[src/rtl/uart_component.sv]
`default_nettype none
// ============================================================================
// Module   : uart_component
// Brief    : Memory-mapped 8N1 UART with register file and level interrupt.
//            Define UART_LOOPBACK_EN to feed the transmitter into the receiver.
// Revision : 1.0 - initial release
// ============================================================================
module uart_component #(
  parameter int BAUD_DIV = 104
) (
  input  logic       clock,
  input  logic       reset,
  input  logic       cs,
  input  logic       rd,
  input  logic       wr,
  input  logic [2:0] addr,
  input  logic [7:0] in_data,
  output logic [7:0] out_data,
  input  logic       rx_in,
  output logic       tx_out,
  output logic       irq,
  output logic [2:0] irq_id
);

  localparam int                c_cnt_w     = $clog2(BAUD_DIV);
  localparam logic [c_cnt_w-1:0] c_bit_last  = c_cnt_w'(BAUD_DIV - 1);
  localparam logic [c_cnt_w-1:0] c_half_last = c_cnt_w'(BAUD_DIV / 2 - 1);

  typedef enum logic [1:0] {TX_IDLE, TX_START, TX_DATA, TX_STOP} tx_state_t;
  typedef enum logic [1:0] {RX_IDLE, RX_START, RX_DATA, RX_STOP} rx_state_t;

  // Bus decode; a simultaneous write suppresses the read.
  logic w_wr_acc, w_rd_acc, w_rd_first, r_prev_rd;
  logic w_wr_ctrl, w_wr_stat, w_wr_txd, w_wr_scr;

  assign w_wr_acc   = !cs && !wr;
  assign w_rd_acc   = !cs && !rd && wr;
  assign w_rd_first = w_rd_acc && !r_prev_rd;
  assign w_wr_ctrl  = w_wr_acc && (addr == 3'd0);
  assign w_wr_stat  = w_wr_acc && (addr == 3'd1);
  assign w_wr_txd   = w_wr_acc && (addr == 3'd3);
  assign w_wr_scr   = w_wr_acc && (addr == 3'd4);

  logic [2:0] r_ctrl;
  logic [7:0] r_rx_data, r_scratch, r_out_data;
  logic       r_rx_avail, r_overrun, r_frame_err, r_tx_done;
  logic       r_irq;
  logic [2:0] r_irq_id;

  // ---------------------------------------------------------------- transmitter
  tx_state_t          r_tx_state, w_tx_next;
  logic [c_cnt_w-1:0] r_tx_cnt;
  logic [2:0]         r_tx_bit;
  logic [7:0]         r_tx_shift, r_tx_data;
  logic               r_tx_line, w_tx_line, w_tx_busy, w_tx_go, w_tx_adv, w_tx_finish;

  assign w_tx_busy   = (r_tx_state != TX_IDLE);
  assign w_tx_go     = w_wr_txd && !w_tx_busy;
  assign w_tx_adv    = (r_tx_cnt == c_bit_last);
  assign w_tx_finish = (r_tx_state == TX_STOP) && w_tx_adv;

  always_comb begin
    w_tx_next = r_tx_state;
    w_tx_line = 1'b1;
    case (r_tx_state)
      TX_IDLE:  if (w_tx_go) w_tx_next = TX_START;
      TX_START: begin
        w_tx_line = 1'b0;
        if (w_tx_adv) w_tx_next = TX_DATA;
      end
      TX_DATA: begin
        w_tx_line = r_tx_shift[0];
        if (w_tx_adv && (r_tx_bit == 3'd7)) w_tx_next = TX_STOP;
      end
      TX_STOP:  if (w_tx_adv) w_tx_next = TX_IDLE;
      default:  w_tx_next = TX_IDLE;
    endcase
  end

  // The line is registered, so it trails the state by one cycle.
  always_ff @(posedge clock or negedge reset) begin
    if (!reset) begin
      r_tx_state <= TX_IDLE;
      r_tx_cnt   <= '0;
      r_tx_bit   <= 3'd0;
      r_tx_shift <= 8'h00;
      r_tx_data  <= 8'h00;
      r_tx_line  <= 1'b1;
    end else begin
      r_tx_state <= w_tx_next;
      r_tx_line  <= w_tx_line;
      if ((r_tx_state == TX_IDLE) || w_tx_adv) r_tx_cnt <= '0;
      else                                     r_tx_cnt <= r_tx_cnt + 1'b1;
      if (w_tx_go) begin
        r_tx_shift <= in_data;
        r_tx_data  <= in_data;
        r_tx_bit   <= 3'd0;
      end else if ((r_tx_state == TX_DATA) && w_tx_adv) begin
        r_tx_shift <= {1'b0, r_tx_shift[7:1]};
        r_tx_bit   <= r_tx_bit + 3'd1;
      end
    end
  end

  // ------------------------------------------------------------------- receiver
  logic w_rx_src;
`ifdef UART_LOOPBACK_EN
  assign w_rx_src = r_tx_line;
  assign tx_out   = 1'b1;
`else
  assign w_rx_src = rx_in;
  assign tx_out   = r_tx_line;
`endif

  rx_state_t          r_rx_state, w_rx_next;
  logic [1:0]         r_rx_sync;
  logic               r_rx_prev, w_rx_bit, w_rx_adv;
  logic [c_cnt_w-1:0] r_rx_cnt;
  logic [2:0]         r_rx_bit;
  logic [7:0]         r_rx_shift;
  logic               w_rx_done, w_rx_clear, w_rx_load, w_rx_ovr, w_rx_ferr;

  assign w_rx_bit = r_rx_sync[1];
  assign w_rx_adv = (r_rx_state == RX_START) ? (r_rx_cnt == c_half_last)
                                             : (r_rx_cnt == c_bit_last);

  always_comb begin
    w_rx_next = r_rx_state;
    case (r_rx_state)
      RX_IDLE:  if (r_rx_prev && !w_rx_bit) w_rx_next = RX_START;
      RX_START: if (w_rx_adv) w_rx_next = w_rx_bit ? RX_IDLE : RX_DATA;
      RX_DATA:  if (w_rx_adv && (r_rx_bit == 3'd7)) w_rx_next = RX_STOP;
      RX_STOP:  if (w_rx_adv) w_rx_next = RX_IDLE;
      default:  w_rx_next = RX_IDLE;
    endcase
  end

  always_ff @(posedge clock or negedge reset) begin
    if (!reset) begin
      r_rx_sync  <= 2'b11;
      r_rx_prev  <= 1'b1;
      r_rx_state <= RX_IDLE;
      r_rx_cnt   <= '0;
      r_rx_bit   <= 3'd0;
      r_rx_shift <= 8'h00;
    end else begin
      r_rx_sync  <= {r_rx_sync[0], w_rx_src};
      r_rx_prev  <= w_rx_bit;
      r_rx_state <= w_rx_next;
      if ((r_rx_state == RX_IDLE) || w_rx_adv) r_rx_cnt <= '0;
      else                                     r_rx_cnt <= r_rx_cnt + 1'b1;
      if (r_rx_state == RX_IDLE) begin
        r_rx_bit <= 3'd0;
      end else if ((r_rx_state == RX_DATA) && w_rx_adv) begin
        r_rx_shift <= {w_rx_bit, r_rx_shift[7:1]};
        r_rx_bit   <= r_rx_bit + 3'd1;
      end
    end
  end

  // A byte completing in the same cycle as a read/flush is accepted, not overrun.
  assign w_rx_done  = (r_rx_state == RX_STOP) && w_rx_adv;
  assign w_rx_clear = (w_rd_first && (addr == 3'd2)) || (w_wr_ctrl && in_data[3]);
  assign w_rx_ferr  = w_rx_done && !w_rx_bit;
  assign w_rx_load  = w_rx_done && w_rx_bit && (!r_rx_avail || w_rx_clear);
  assign w_rx_ovr   = w_rx_done && w_rx_bit && r_rx_avail && !w_rx_clear;

  // -------------------------------------------------------------- register file
  logic [7:0] w_rd_mux;

  always_comb begin
    w_rd_mux = 8'h00;
    case (addr)
      3'd0:    w_rd_mux = {5'b0, r_ctrl};
      3'd1:    w_rd_mux = {3'b0, r_tx_done, r_frame_err, r_overrun, w_tx_busy, r_rx_avail};
      3'd2:    w_rd_mux = r_rx_data;
      3'd3:    w_rd_mux = r_tx_data;
      3'd4:    w_rd_mux = r_scratch;
      default: w_rd_mux = 8'h00;
    endcase
  end

  always_ff @(posedge clock or negedge reset) begin
    if (!reset) begin
      r_ctrl      <= 3'b000;
      r_scratch   <= 8'h00;
      r_rx_data   <= 8'h00;
      r_rx_avail  <= 1'b0;
      r_overrun   <= 1'b0;
      r_frame_err <= 1'b0;
      r_tx_done   <= 1'b0;
      r_out_data  <= 8'h00;
      r_prev_rd   <= 1'b0;
    end else begin
      r_prev_rd <= w_rd_acc;
      if (w_rd_acc)  r_out_data <= w_rd_mux;
      if (w_wr_ctrl) r_ctrl     <= in_data[2:0];
      if (w_wr_scr)  r_scratch  <= in_data;

      if (w_rx_load) begin
        r_rx_data  <= r_rx_shift;
        r_rx_avail <= 1'b1;
      end else if (w_rx_clear) begin
        r_rx_avail <= 1'b0;
      end

      if (w_rx_ovr)                        r_overrun   <= 1'b1;
      else if (w_wr_stat && in_data[2])    r_overrun   <= 1'b0;
      if (w_rx_ferr)                       r_frame_err <= 1'b1;
      else if (w_wr_stat && in_data[3])    r_frame_err <= 1'b0;
      if (w_tx_finish)                     r_tx_done   <= 1'b1;
      else if (w_tx_go || (w_wr_stat && in_data[4])) r_tx_done <= 1'b0;
    end
  end

  // ----------------------------------------------------------------- interrupts
  logic w_irq_err, w_irq_rx, w_irq_tx;

  assign w_irq_err = (r_overrun | r_frame_err) & r_ctrl[2];
  assign w_irq_rx  = r_rx_avail & r_ctrl[0];
  assign w_irq_tx  = r_tx_done & r_ctrl[1];

  always_ff @(posedge clock or negedge reset) begin
    if (!reset) begin
      r_irq    <= 1'b0;
      r_irq_id <= 3'd0;
    end else begin
      r_irq <= w_irq_err | w_irq_rx | w_irq_tx;
      if (w_irq_err)     r_irq_id <= 3'd1;
      else if (w_irq_rx) r_irq_id <= 3'd2;
      else if (w_irq_tx) r_irq_id <= 3'd3;
      else               r_irq_id <= 3'd0;
    end
  end

  assign out_data = r_out_data;
  assign irq      = r_irq;
  assign irq_id   = r_irq_id;

endmodule
`default_nettype wire

[config.mk]
export PLATFORM = sky130hd
export DESIGN_NAME = uart_component
export DESIGN_NICKNAME = d
export VERILOG_FILES = /design/src/rtl/uart_component.sv
export SDC_FILE = /design/constraint.sdc
export NUM_CORES = 1
export LEC_CHECK = 0
export ABC_AREA = 0
export CAP_MARGIN = 20
export CORE_ASPECT_RATIO = 0.5
export CORE_MARGIN = 10
export CORE_UTILIZATION = 45
export DETAILED_ROUTE_END_ITERATION = 16
export PLACE_DENSITY_LB_ADDON = 0.2
export SYNTH_ARGS = -nofsm -noshare
export SYNTH_HDL_FRONTEND = slang
export SYNTH_SLANG_ARGS = --single-unit
[constraint.sdc]
create_clock -name clock -period 2.11 [get_ports clock]
set_clock_uncertainty 0.15 [all_clocks]
set_input_delay 0.422 -clock clock [delete_from_list [all_inputs] [get_ports clock]]
set_output_delay 0.422 -clock clock [all_outputs]
set_load 0.05 [all_outputs]
==> impl_metrics.json, run 1 <==
{
  "outcome": "finished, final reports clean",
  "final.period_utilization_pct": 96.8,
  "floorplan.initialDensity_pct": 46.0,
  "synth-edff-count": 0,
  "layout.cells.most_common": "dfrtp_1",
  "core.rowCount": 24,
  "avgSynthCellArea_um2": 11.4,
  "worst_ep_required_time_ps": 1540,
  "critPathTopFamily": "buffers and inverters",
  "grt_pass1_wl_mm": 15.0,
  "grt_pass1_vias": 3047,
  "initial_antenna_violation_count": 0,
  "grt_remaining_overflow": 0,
  "io_buffer_count": 28,
  "finalSetupTns_ps": 0,
  "hp-start": "r_rx_sync[0]",
  "startpoint_class_of_the_critical_path": "flop",
  "ys_seq_area_share_pct": 54.8,
  "utilization_pct": 57.5,
  "worst_r2r_path_cells": 7,
  "routed_wire_length_per_instance_um": 16.2,
  "slew_violations": 0,
  "synthToLayoutAreaGrowth_pct": 24.9,
  "worst-setup-path-type": "reg -> out",
  "viasPerCell": 5.31,
  "dieArea_mm2": 0.0132,
  "total_leakage_power_nw": 2.35,
  "headroom_to_the_max_slew_limit_pct": 62.5,
  "postSynth.asyncResetShare_pct": 100,
  "finalCriticalPeriod_ps": 2040,
  "antenna-diode-count": 0,
  "route.detailed.drc": 0,
  "postRouteWirelength_mm": 8.66,
  "syn_area_mm2": 0.00398,
  "clk-insertion-delay-late_ps": 340,
  "yosysWarningCount": 0,
  "via_count": 2828,
  "reg2reg_from": "r_rx_cnt[0]",
  "max_freq_mhz": 490,
  "clk_path_buf_depth": 2,
  "detail_route.first_pass.iterations": 4,
  "die_h_um": 86.5,
  "grt_max_degree": 42,
  "number_of_antenna_violating_nets_in_the_routed_design": 0,
  "ir_worst_vdd_uv": 534,
  "dp_hpwl_mm": 6.59,
  "min_delay_worst_endpoint": "r_rx_sync[1]",
  "ff2ff_setup_slack_ps": 100,
  "hold_viol": 0,
  "clock_transition_at_path_regs_ps": 60,
  "rsz0062_at_grt": "yes",
  "clock_sink_count": 87,
  "final-setup-viol-count": 0,
  "cts_tree": "built",
  "final_cell_mix": "dfrtp_1, nand2_1, buf_4",
  "cts-htree-levels": 3,
  "timing.hold.worst.class": "reg -> reg",
  "synth_seq_cells": 87,
  "timing.critical_path.buf_inv": 1,
  "worst_hold_path.num_cells": 0,
  "design_area_mm2": 0.00497,
  "all_layer_gr_usage_pct": 14.0,
  "floorplan.die.width_um": 153,
  "layout-drive-gt1-share_pct": 25.5,
  "place_congestion": 0.793,
  "placement.cell_area_mm2": 0.00460,
  "synth_nets": 377,
  "critical_path.endpoint_type": "output pin",
  "worst_slew_pin_slew_ps": 563,
  "critical_path.max_stage_delay_ps": 800,
  "ioPinCount": 30,
  "post_synth_num_cell_types": 51,
  "cpMaxStageDelayCell": "clkdlybuf4s50_1",
  "cts_root_buf": "clkbuf_16",
  "sequence_of_cells_on_the_critical_path": "clkdlybuf4s50_1",
  "finalNetCount": 439,
  "numCtsBuffers": 9,
  "power_density_cells_mw_per_mm2": 885,
  "path_max_fanout": 1,
  "maxCapViolCount": 0,
  "r2r-end": "r_rx_data[0]",
  "timing.critical_path.arrival_ps": 1470,
  "syn_inst": 349,
  "synthFlopType": "dfrtp_1",
  "core-area_mm2": 0.00865,
  "detail_route.iter0.violations": 199
}
## synth_stat cells, types with 4 or more instances
cell type	instances	area, um^2
nor2_1	21	78.8
mux2_2	33	372
ha_1	11	138
o21ai_0	19	95.1
inv_1	10	37.5
dfstp_2	4	105
xor2_1	5	43.8
mux2i_1	13	130
nor2b_1	6	37.5
nand3_1	12	60.1
clkbuf_1	9	33.8
xnor2_1	5	43.8
a21oi_1	7	35.0
nand2_1	44	165
nor3_1	7	35.0
a22oi_1	10	75.1
dfrtp_1	83	2080
## stage by stage
step	instances	hold slack [ps]	worst slack, ps	total power [W]
after detailed placement	515	201	-449	0.00276
after global routing	533	220	-10.2	0.00462
after CTS	532	216	4.00	0.00445
final	533	214	67.2	0.00440
after floorplan	349	-23.6	2.05	0.00244
after global placement	515	198	-396	0.00271
## sequential cells by signal (all words and copies together), names as in the netlist, 2 cells and up, named ones only
name	count
irq_id	2
out_data	8
r_ctrl	3
r_rx_bit	3
r_rx_cnt	7
r_rx_data	8
r_rx_shift	8
r_rx_sync	2
r_scratch	8
r_tx_bit	3
r_tx_cnt	7
r_tx_data	8
r_tx_shift	8
r_tx_state	2
## layer usage
layer	part of all wire [%]	GRT usage, %
met1	44	16.4
met5	0	0
met2	51	24.3
met4	1.6	6.02
met3	3.6	3.51
## cell families (layout without fill, tap and decap cells)
| logic type | after synthesis | count (layout) | synth area share [%] |
|---|---|---|---|
| multiplexers | 46 | 46 | 12.6 |
| adder cells (fa/ha/maj) | 11 | 11 | 3.46 |
| XOR/XNOR | 10 | 10 | 2.20 |
| other | 1 | 1 | 0.0942 |
| buffers and inverters | 25 | 92 | 2.70 |
| flip-flops | 87 | 87 | 54.8 |
| AO/OA/AOI/OAI | 56 | 56 | 10.4 |
| AND/OR/NAND/NOR | 113 | 113 | 13.7 |
## worst max-delay path by stage
stage          slack, ps     startpoint  cells after the start            end
3_5_place_dp        -450             wr                      5   r_rx_data[5]
4_1_cts                4    r_rx_cnt[0]                      6    r_rx_cnt[5]
5_1_grt              -10    r_rx_cnt[0]                      7   r_rx_data[0]
6_report              70      irq_id[0]                      1      irq_id[0]
3_3_place_gp        -400             wr                      5   r_rx_data[4]
2_1_floorplan          2  r_tx_state[0]                      7  r_tx_shift[1]
## final cells by class
| class | instances | area (um^2) |
|---|---|---|
| well taps | 117 | 146 |
| repair buffers | 65 | 566 |
| multi-input cells | 237 | 1720 |
| clock inverters | 3 | 67.6 |
| clock buffers | 13 | 250 |
| flip-flops and latches | 87 | 2180 |
| inverters | 11 | 41.3 |
| fillers | 725 | 3670 |
## worst reg2reg max path, delay by kind of cell (launching register included)
kind            cells  cell delay (ps)
fa+ha+maj           1              190
mux                 1              350
simple gates        2              310
buf+inv             2              320
flops               1              390
compound gates      1              180
## what timing repair did
action,in CTS,in global routing
hold endpoints to repair,34,0
pin swaps,2,3
buffers inserted,0,1
hold buffers,1,0
resized for setup,1,14
setup endpoints to repair,8,32
## power by group
group | total, W | internal (W) | switching [W]
sequential | 0.00200 | 0.00184 | 0.000163
clock | 0.00167 | 0.00107 | 0.000604
combinational | 0.000726 | 0.000332 | 0.000394
total | 0.00440 | 0.00324 | 0.00116
(Power assumes the default switching activity.)
==> run 2: changes to the inputs <==
--- a/config.mk
+++ b/config.mk
@@ -9,9 +9,10 @@
 export CAP_MARGIN = 20
 export CORE_ASPECT_RATIO = 0.5
 export CORE_MARGIN = 10
-export CORE_UTILIZATION = 45
+export CORE_UTILIZATION = 52
 export DETAILED_ROUTE_END_ITERATION = 16
 export PLACE_DENSITY_LB_ADDON = 0.2
+export SKIP_LAST_GASP = 1
 export SYNTH_ARGS = -nofsm -noshare
 export SYNTH_HDL_FRONTEND = slang
 export SYNTH_SLANG_ARGS = --single-unit
==> impl_metrics.json, run 2 (synthesis gave the netlist of run 1 again) <==
{
  "finalSetupTns_ps": 0,
  "floorplan.initialDensity_pct": 54.0,
  "whs_ps": 209,
  "final_cell_mix": "dfrtp_1, nand2_1, buf_4",
  "finalNetCount": 437,
  "cts-htree-levels": 3,
  "sequence_of_cells_on_the_critical_path": "clkdlybuf4s50_1",
  "viasPerCell": 5.58,
  "cts_root_buf": "clkbuf_16",
  "number_of_antenna_violating_nets_in_the_routed_design": 0,
  "cts_tree": "built",
  "critical_path.max_stage_delay_ps": 810,
  "internal_power_w": 0.00338,
  "utilization_pct": 67.4,
  "hold_viol": 0,
  "via_count": 2844,
  "headroom_to_the_max_slew_limit_pct": 57.3,
  "all_layer_gr_usage_pct": 15.6,
  "path_max_fanout": 2,
  "power_switching_w": 0.00119,
  "grt_pass1_wl_mm": 14.4,
  "numCtsBuffers": 9,
  "slew_violations": 0,
  "detail_route.first_pass.iterations": 4,
  "initial_antenna_violation_count": 0,
  "timing.hold.worst.class": "reg -> reg",
  "reg2reg_from": "r_rx_cnt[0]",
  "maxCapViolCount": 0,
  "startpoint_class_of_the_critical_path": "flop",
  "clk-insertion-delay-late_ps": 340,
  "share_comb_of_total_power_pct": 15.5,
  "worst_r2r_path_cells": 6,
  "number_of_filler_cells_placed_in_the_layout": 532,
  "ir_worst_vdd_uv": 735,
  "core.rowCount": 22,
  "final.period_utilization_pct": 97.7,
  "route.detailed.drc": 0,
  "hp-start": "r_rx_sync[0]",
  "total_leakage_power_nw": 2.37,
  "io_buffer_count": 28,
  "core-area_mm2": 0.00738,
  "grt_pass1_vias": 2986,
  "synthToLayoutAreaGrowth_pct": 24.9,
  "postRouteWirelength_mm": 8.56,
  "timing.critical_path.buf_inv": 1,
  "clock_sink_count": 87,
  "critPathTopFamily": "buffers and inverters",
  "timing.critical_path.arrival_ps": 1490,
  "max_freq_mhz": 485,
  "critical_path.endpoint_type": "output pin",
  "ioPinCount": 30,
  "layout.cells.most_common": "dfrtp_1",
  "clkPwrFrac_pct": 40.6,
  "worst_slew_pin_slew_ps": 641,
  "grt_remaining_overflow": 0,
  "clock_transition_at_path_regs_ps": 60,
  "cpMaxStageDelayCell": "clkdlybuf4s50_1",
  "finalCriticalPeriod_ps": 2060,
  "min_delay_worst_endpoint": "r_rx_sync[1]",
  "detail_route.iter0.violations": 186,
  "power_density_cells_mw_per_mm2": 918,
  "die_h_um": 81.9,
  "final-setup-viol-count": 0,
  "worst-setup-path-type": "reg -> out",
  "outcome": "finished, final reports clean",
  "seq_power_share_pct": 43.8,
  "floorplan.die.width_um": 144,
  "worst_ep_required_time_ps": 1540,
  "r2r-end": "r_rx_shift[3]",
  "dp_hpwl_mm": 6.34,
  "place_congestion": 0.839,
  "p_sw_share_pct": 26.0,
  "grt_max_degree": 48,
  "layout-drive-gt1-share_pct": 25.4,
  "ff2ff_setup_slack_ps": 70,
  "worst_hold_path.num_cells": 0,
  "dieArea_mm2": 0.0118,
  "routed_wire_length_per_instance_um": 16.8,
  "clk_path_buf_depth": 2,
  "antenna-diode-count": 0
}
[run 2: cell types whose count changed in the layout (fill, tap and decap cells not counted), moves of 2 or more]
cell and change:
clkbuf_1 -3, o21ai_1 -2, buf_4 -4, o21ai_0 +2
[run 2: worst max path at each step]
stage             startpoint       endpoint  cells past startpoint
2_1_floorplan  r_tx_state[0]  r_tx_shift[1]                      7
3_3_place_gp              wr   r_rx_data[4]                      5
3_5_place_dp              wr   r_rx_data[2]                      5
4_1_cts                   wr   r_rx_data[3]                      5
5_1_grt          r_rx_cnt[0]  r_rx_shift[2]                      6
6_report         out_data[0]    out_data[0]                      1
[run 2: power groups by stage]
stage	clock, W	combinational (W)	sequential, W
2_1_floorplan	0	0.000358	0.00208
3_3_place_gp	0	0.000684	0.00201
3_5_place_dp	0	0.000708	0.00203
4_1_cts	0.00188	0.000716	0.00200
5_1_grt	0.00195	0.000787	0.00202
6_report	0.00185	0.000708	0.00200
[run 2: layout make-up]
| class | count | area, um^2 | share of cell area [%] |
|---|---|---|---|
| multi-input combinational | 237 | 1710 | 34.3 |
| inverter | 11 | 41.3 | 0.830 |
| timing repair buffer | 63 | 567 | 11.4 |
| clock buffer | 11 | 253 | 5.08 |
| sequential | 87 | 2180 | 43.9 |
| clock inverter | 5 | 104 | 2.09 |
| tap | 96 | 120 | 2.42 |
[run 2: metal layers]
layer,track usage (%),routed length (um),share of wire [%],vias to the layer above
met4,4.25,57,0.67,0
li1,-,-,-,1360
met1,18.0,3710,43,1441
met2,27.6,4400,51,36
met5,0,0,0,-
met3,5.47,384,4.5,7
[run 2: through the flow]
step,worst slack [ps],cells,area (um^2),total power (W)
after floorplan,2.05,349,3980,0.00244
after global placement,-395,492,4560,0.00270
after detailed placement,-447,492,4560,0.00273
after CTS,7.79,509,4920,0.00460
after global routing,-21.9,510,4970,0.00476
final,49.0,510,4970,0.00456
[run 2: timing repair]
| action | 4_1_cts | 5_1_grt |
|---|---|---|
| hold endpoints to repair | 40 | 0 |
| setup endpoints to repair | 8 | 30 |
| pin swaps | 2 | 4 |
| cloned | 0 | 0 |
| setup buffers | 0 | 1 |
| hold buffers | 1 | 0 |
| gates resized for setup | 0 | 12 |
==> variant 1: new RTL, flow settings as in run 2 <==
The option `UART_LOOPBACK_EN` is turned on by a define.
--- a/src/rtl/uart_component.sv
+++ b/src/rtl/uart_component.sv
@@ -6,4 +6,6 @@
 // Revision : 1.0 - initial release
 // ============================================================================
+`define UART_LOOPBACK_EN
+
 module uart_component #(
   parameter int BAUD_DIV = 104
Function: changed (Yosys sat finds a counterexample within 4 cycles, from zero or initial values and one cycle with reset low).
==> variant 1 against run 2 <==
Count of clock-buffer cells in the layout up 2. First-iteration DRC count up 12%. Routed wire length down 1.8%. Clock power down 18%. Total power down 17%. Area after synthesis up 0.28%. Sequential share of layout area up 0.56 points. Cell area down 1.3%. Register-to-register slack better by 0.04 ns. Sequential cell count unchanged. Setup slack worse by 0.0019 ns.
==> variant 1: results <==
[cells_and_area]
syn_to_final_growth_pct = 23.00
multi_input_gates = 238
fin_util_pct = 66.32
layout.nets = 438
fillers = 572
multi_input_area_sq_um = 1724
clk_share_pct = 5.809
layout.nonclk_buf_share_pct = 11.36
clock_buffers = 13
drive_above_1_share_pct = 25.36

[clocking]
cts_sinks = 87
cts_resized = 1
cts_hold_buf = 1
cts_setup_buffers = 1

[setup_path]
startpoint = out_data[6]
r2r_cells = 5
r2r_end = r_rx_shift[6]
crit_fanout = 2
r2r_slack_ns = 0.11

[power_and_ir_drop]
leakage_uw = 0.002284
p_per_area_nw_per_um2 = 770.5
irDropWorstVdd_mv = 0.3809

[hold_path]
hp-start = r_rx_sync[0]
hp-class = reg2reg

[logic_synthesis]
synth.net_count = 379
seq_area_frac_synth_pct = 54.65
yosys-top-cells-area = dfrtp_1 52%, mux2_2 9.3%, nand2_1 4.1%
syn_area_per_cell_sq_um = 11.37

[sta]
holdWs_ns = 0.2010
worst_slew_pin_slew_ns = 0.5320

[drt]
vias = 2797
first_iter_violations = 208
wl_per_cell_um = 16.47

[grt]
grt_pass1_wl_mm = 14.35
first_global_vias = 2949
grt_max_degree = 43
track_usage_pct = 15.64

[placement]
dp_hpwl_mm = 6.366
dpl_worst_slack_ns = -0.4660
place_congestion = 0.8136
place_inst = 493
detailed_place.area_sq_um = 4569
io_buffers = 26

[run_status]
status = finished, final reports clean
[variant 1: logic make-up (layout without fill, tap and decap cells)]
| kind of cell | Yosys count | count (layout) | synth area share (%) |
|---|---|---|---|
| AND/OR/NAND/NOR | 113 | 113 | 13.70 |
| flip-flops | 87 | 87 | 54.65 |
| AO/OA/AOI/OAI | 56 | 56 | 10.37 |
| multiplexers | 46 | 46 | 12.57 |
| buffers and inverters | 26 | 89 | 2.883 |
| adder cells (fa/ha/maj) | 11 | 11 | 3.447 |
| XOR/XNOR | 10 | 10 | 2.194 |
| other | 2 | 2 | 0.1881 |
[variant 1: power by group]
group	switching, uW	internal [uW]	total [uW]
clock	583	941	1520
sequential	60.8	1760	1820
combinational	260	181	441
total	903	2880	3780
[variant 1: routing by layer]
| metal | GRT usage, % | vias to the layer above | share of wire [%] | wire (um) |
|---|---|---|---|---|
| met5 | 0 | - | 0 | 0 |
| met4 | 3.644 | 0 | 0.56 | 47 |
| met3 | 4.836 | 6 | 4.3 | 360 |
| met2 | 27.83 | 37 | 50 | 4202 |
| met1 | 18.41 | 1392 | 45 | 3790 |
| li1 | - | 1362 | - | - |
[variant 1: how the worst max path moves through the flow]
| stage | to | slack (ns) |
|---|---|---|
| 3_5_place_dp | r_rx_data[1] | -0.47 |
| 2_1_floorplan | r_tx_shift[1] | 0.002 |
| 5_1_grt | r_rx_shift[6] | -0.02 |
| 3_3_place_gp | r_rx_data[0] | -0.39 |
| 6_report | out_data[6] | 0.05 |
| 4_1_cts | r_rx_data[1] | 0.01 |
[variant 1: worst register-to-register path, delay by kind of cell (launching register included)]
kind / cells / cell delay (ns)
fa+ha+maj: 1 / 0.21
mux: 1 / 0.40
simple gates: 3 / 0.74
flops: 1 / 0.39
==> variant 2: new RTL, config.mk and constraints of run 2 <==
Without the edit above. Encoding of `rx_state_t`: now one-hot (4 bits for 4 states).
--- a/src/rtl/uart_component.sv
+++ b/src/rtl/uart_component.sv
@@ -28,5 +28,5 @@
 
   typedef enum logic [1:0] {TX_IDLE, TX_START, TX_DATA, TX_STOP} tx_state_t;
-  typedef enum logic [1:0] {RX_IDLE, RX_START, RX_DATA, RX_STOP} rx_state_t;
+  typedef enum logic [3:0] {RX_IDLE = 4'b0001, RX_START = 4'b0010, RX_DATA = 4'b0100, RX_STOP = 4'b1000} rx_state_t;
 
   // Bus decode; a simultaneous write suppresses the read.
Formal check against the unedited RTL: same outputs for any inputs over 10 cycles, from zero or initial values and one cycle with reset low; not proved beyond that.
==> variant 2 against run 2 <==
Worst hold slack got worse by 0.0026 ns. Routed wire length increased by 9.8%. Cell area increased by 6.6%. Setup slack got worse by 0.044 ns. Area after synthesis increased by 4.2%. Total power decreased by 6.7%. Sequential cell count increased by 2.
==> variant 2: results <==
[power_and_ir_drop]
irDropWorstVdd_mv = 0.5468
leakage_uw = 0.002570

[setup_path]
r2r_cells = 5
r2r_end = r_rx_shift[5]
crit_fanout = 5
crit_arrival_ns = 2.18
r2r_slack_ns = 0.005
rr_startpoint = r_rx_state[0]

[drt]
viasPerCell = 5.562
wl_met1_mm = 4.185
route.met2.wl_mm = 4.766
drt-total-wl_mm = 9.396
first_iter_violations = 264
drtPass1Iterations = 4
met3_length_um = 389

[hold_path]
hp-start = r_rx_sync[0]
worstHoldPathCells = 0
min_to = r_rx_sync[1]
hp-class = reg2reg

[logic_synthesis]
seq_area_frac_synth_pct = 53.85
syn_area_per_cell_sq_um = 11.46
async_flop_share_pct = 100.0
yosys-top-cells-area = dfrtp_1 51%, mux2_2 6.5%, mux2i_1 3.6%
yosys_warnings = 0
synth.distinct_cells = 56
ys_top_cells_by_count = 84 x dfrtp_1, 37 x nand2_1, 24 x mux2_2, 20 x nor2_1
synth.net_count = 389

[grt]
grt_max_degree = 47
antenna_found_initial = 0
grt_pass1_wl_mm = 15.84
first_global_vias = 3198
track_usage_pct = 15.83

[clocking]
cts-root-buf = clkbuf_16
htreeDepth = 3
clock_latency_ns = 0.34
path_clk_slew_ns = 0.06

[cells_and_area]
drive_above_1_share_pct = 28.41
layout.nets = 462
diodes = 0
fillers = 554
final_cells = 548

[placement]
io_buffers = 28
place_inst = 529
place_congestion = 0.8970
detailed_place.area_sq_um = 4843
dp_hpwl_mm = 6.650

[run_status]
status = finished, final reports clean

[sta]
worst_slew_pin_slew_ns = 0.5652
-- variant 2: kinds of logic after synthesis --
group / count (synthesis) / synth area share (%)
other: 1 / 0.09041
AND/OR/NAND/NOR: 112 / 14.00
adder cells (fa/ha/maj): 10 / 3.017
AO/OA/AOI/OAI: 64 / 10.71
buffers and inverters: 29 / 3.016
flip-flops: 89 / 53.85
multiplexers: 47 / 13.21
XOR/XNOR: 10 / 2.112
-- variant 2: routing by layer --
metal / up-vias / global-route usage [%]
li1: 1443 / -
met1: 1531 / 19.15
met2: 65 / 26.08
met3: 9 / 4.708
met4: 0 / 6.099
met5: - / 0
-- variant 2: final cells by class --
class	instances	area share (%)
Multi-Input combinational cell	245	35.37
Tap cell	108	2.548
Inverter	12	0.8495
Sequential cell	89	42.12
Clock inverter	7	2.242
Timing Repair Buffer	78	12.62
Clock buffer	9	4.247
-- variant 2: what timing repair did --
item	4_1_cts	5_1_grt
hold buffers	1	0
pin swaps	2	3
gates cloned	1	0
hold endpoints to repair	20	0
endpoints found under the setup margin	23	22
setup buffers	0	1
resized for setup	8	13
-- variant 2: stage by stage --
step	setup slack [ns]	util [%]	hold slack, ns
floorplan	-0.09716	-	-0.02359
global placement	-0.7148	64.22	0.1869
detailed placement	-0.7325	64.22	0.1875
CTS	-0.03278	69.58	0.2060
global route	-0.04882	70.31	0.2064
finish	0.005314	70.31	0.2062
-- variant 2: power by group --
group	switching, uW	internal (uW)
sequential	66.9	1820
clock	657	1160
combinational	299	256
-- variant 2: critical path: stages, from the launching register on --
cell	delay, ns
dfstp_2	0.37
or4b_4	0.57
mux2i_4	0.26
buf_12	0.15
nand4_4	0.14
mux2_4	0.35
-- variant 2: worst max path at each step --
stage,start,cells past startpoint,end,slack (ns)
final,r_rx_state[0],5,r_rx_shift[5],0.005
after global routing,r_rx_state[3],5,r_rx_shift[5],-0.05
after CTS,wr,6,r_rx_data[0],-0.03
after detailed placement,wr,6,r_rx_data[1],-0.73
after global placement,wr,6,r_rx_data[4],-0.71
after floorplan,r_rx_state[3],6,r_rx_data[0],-0.1
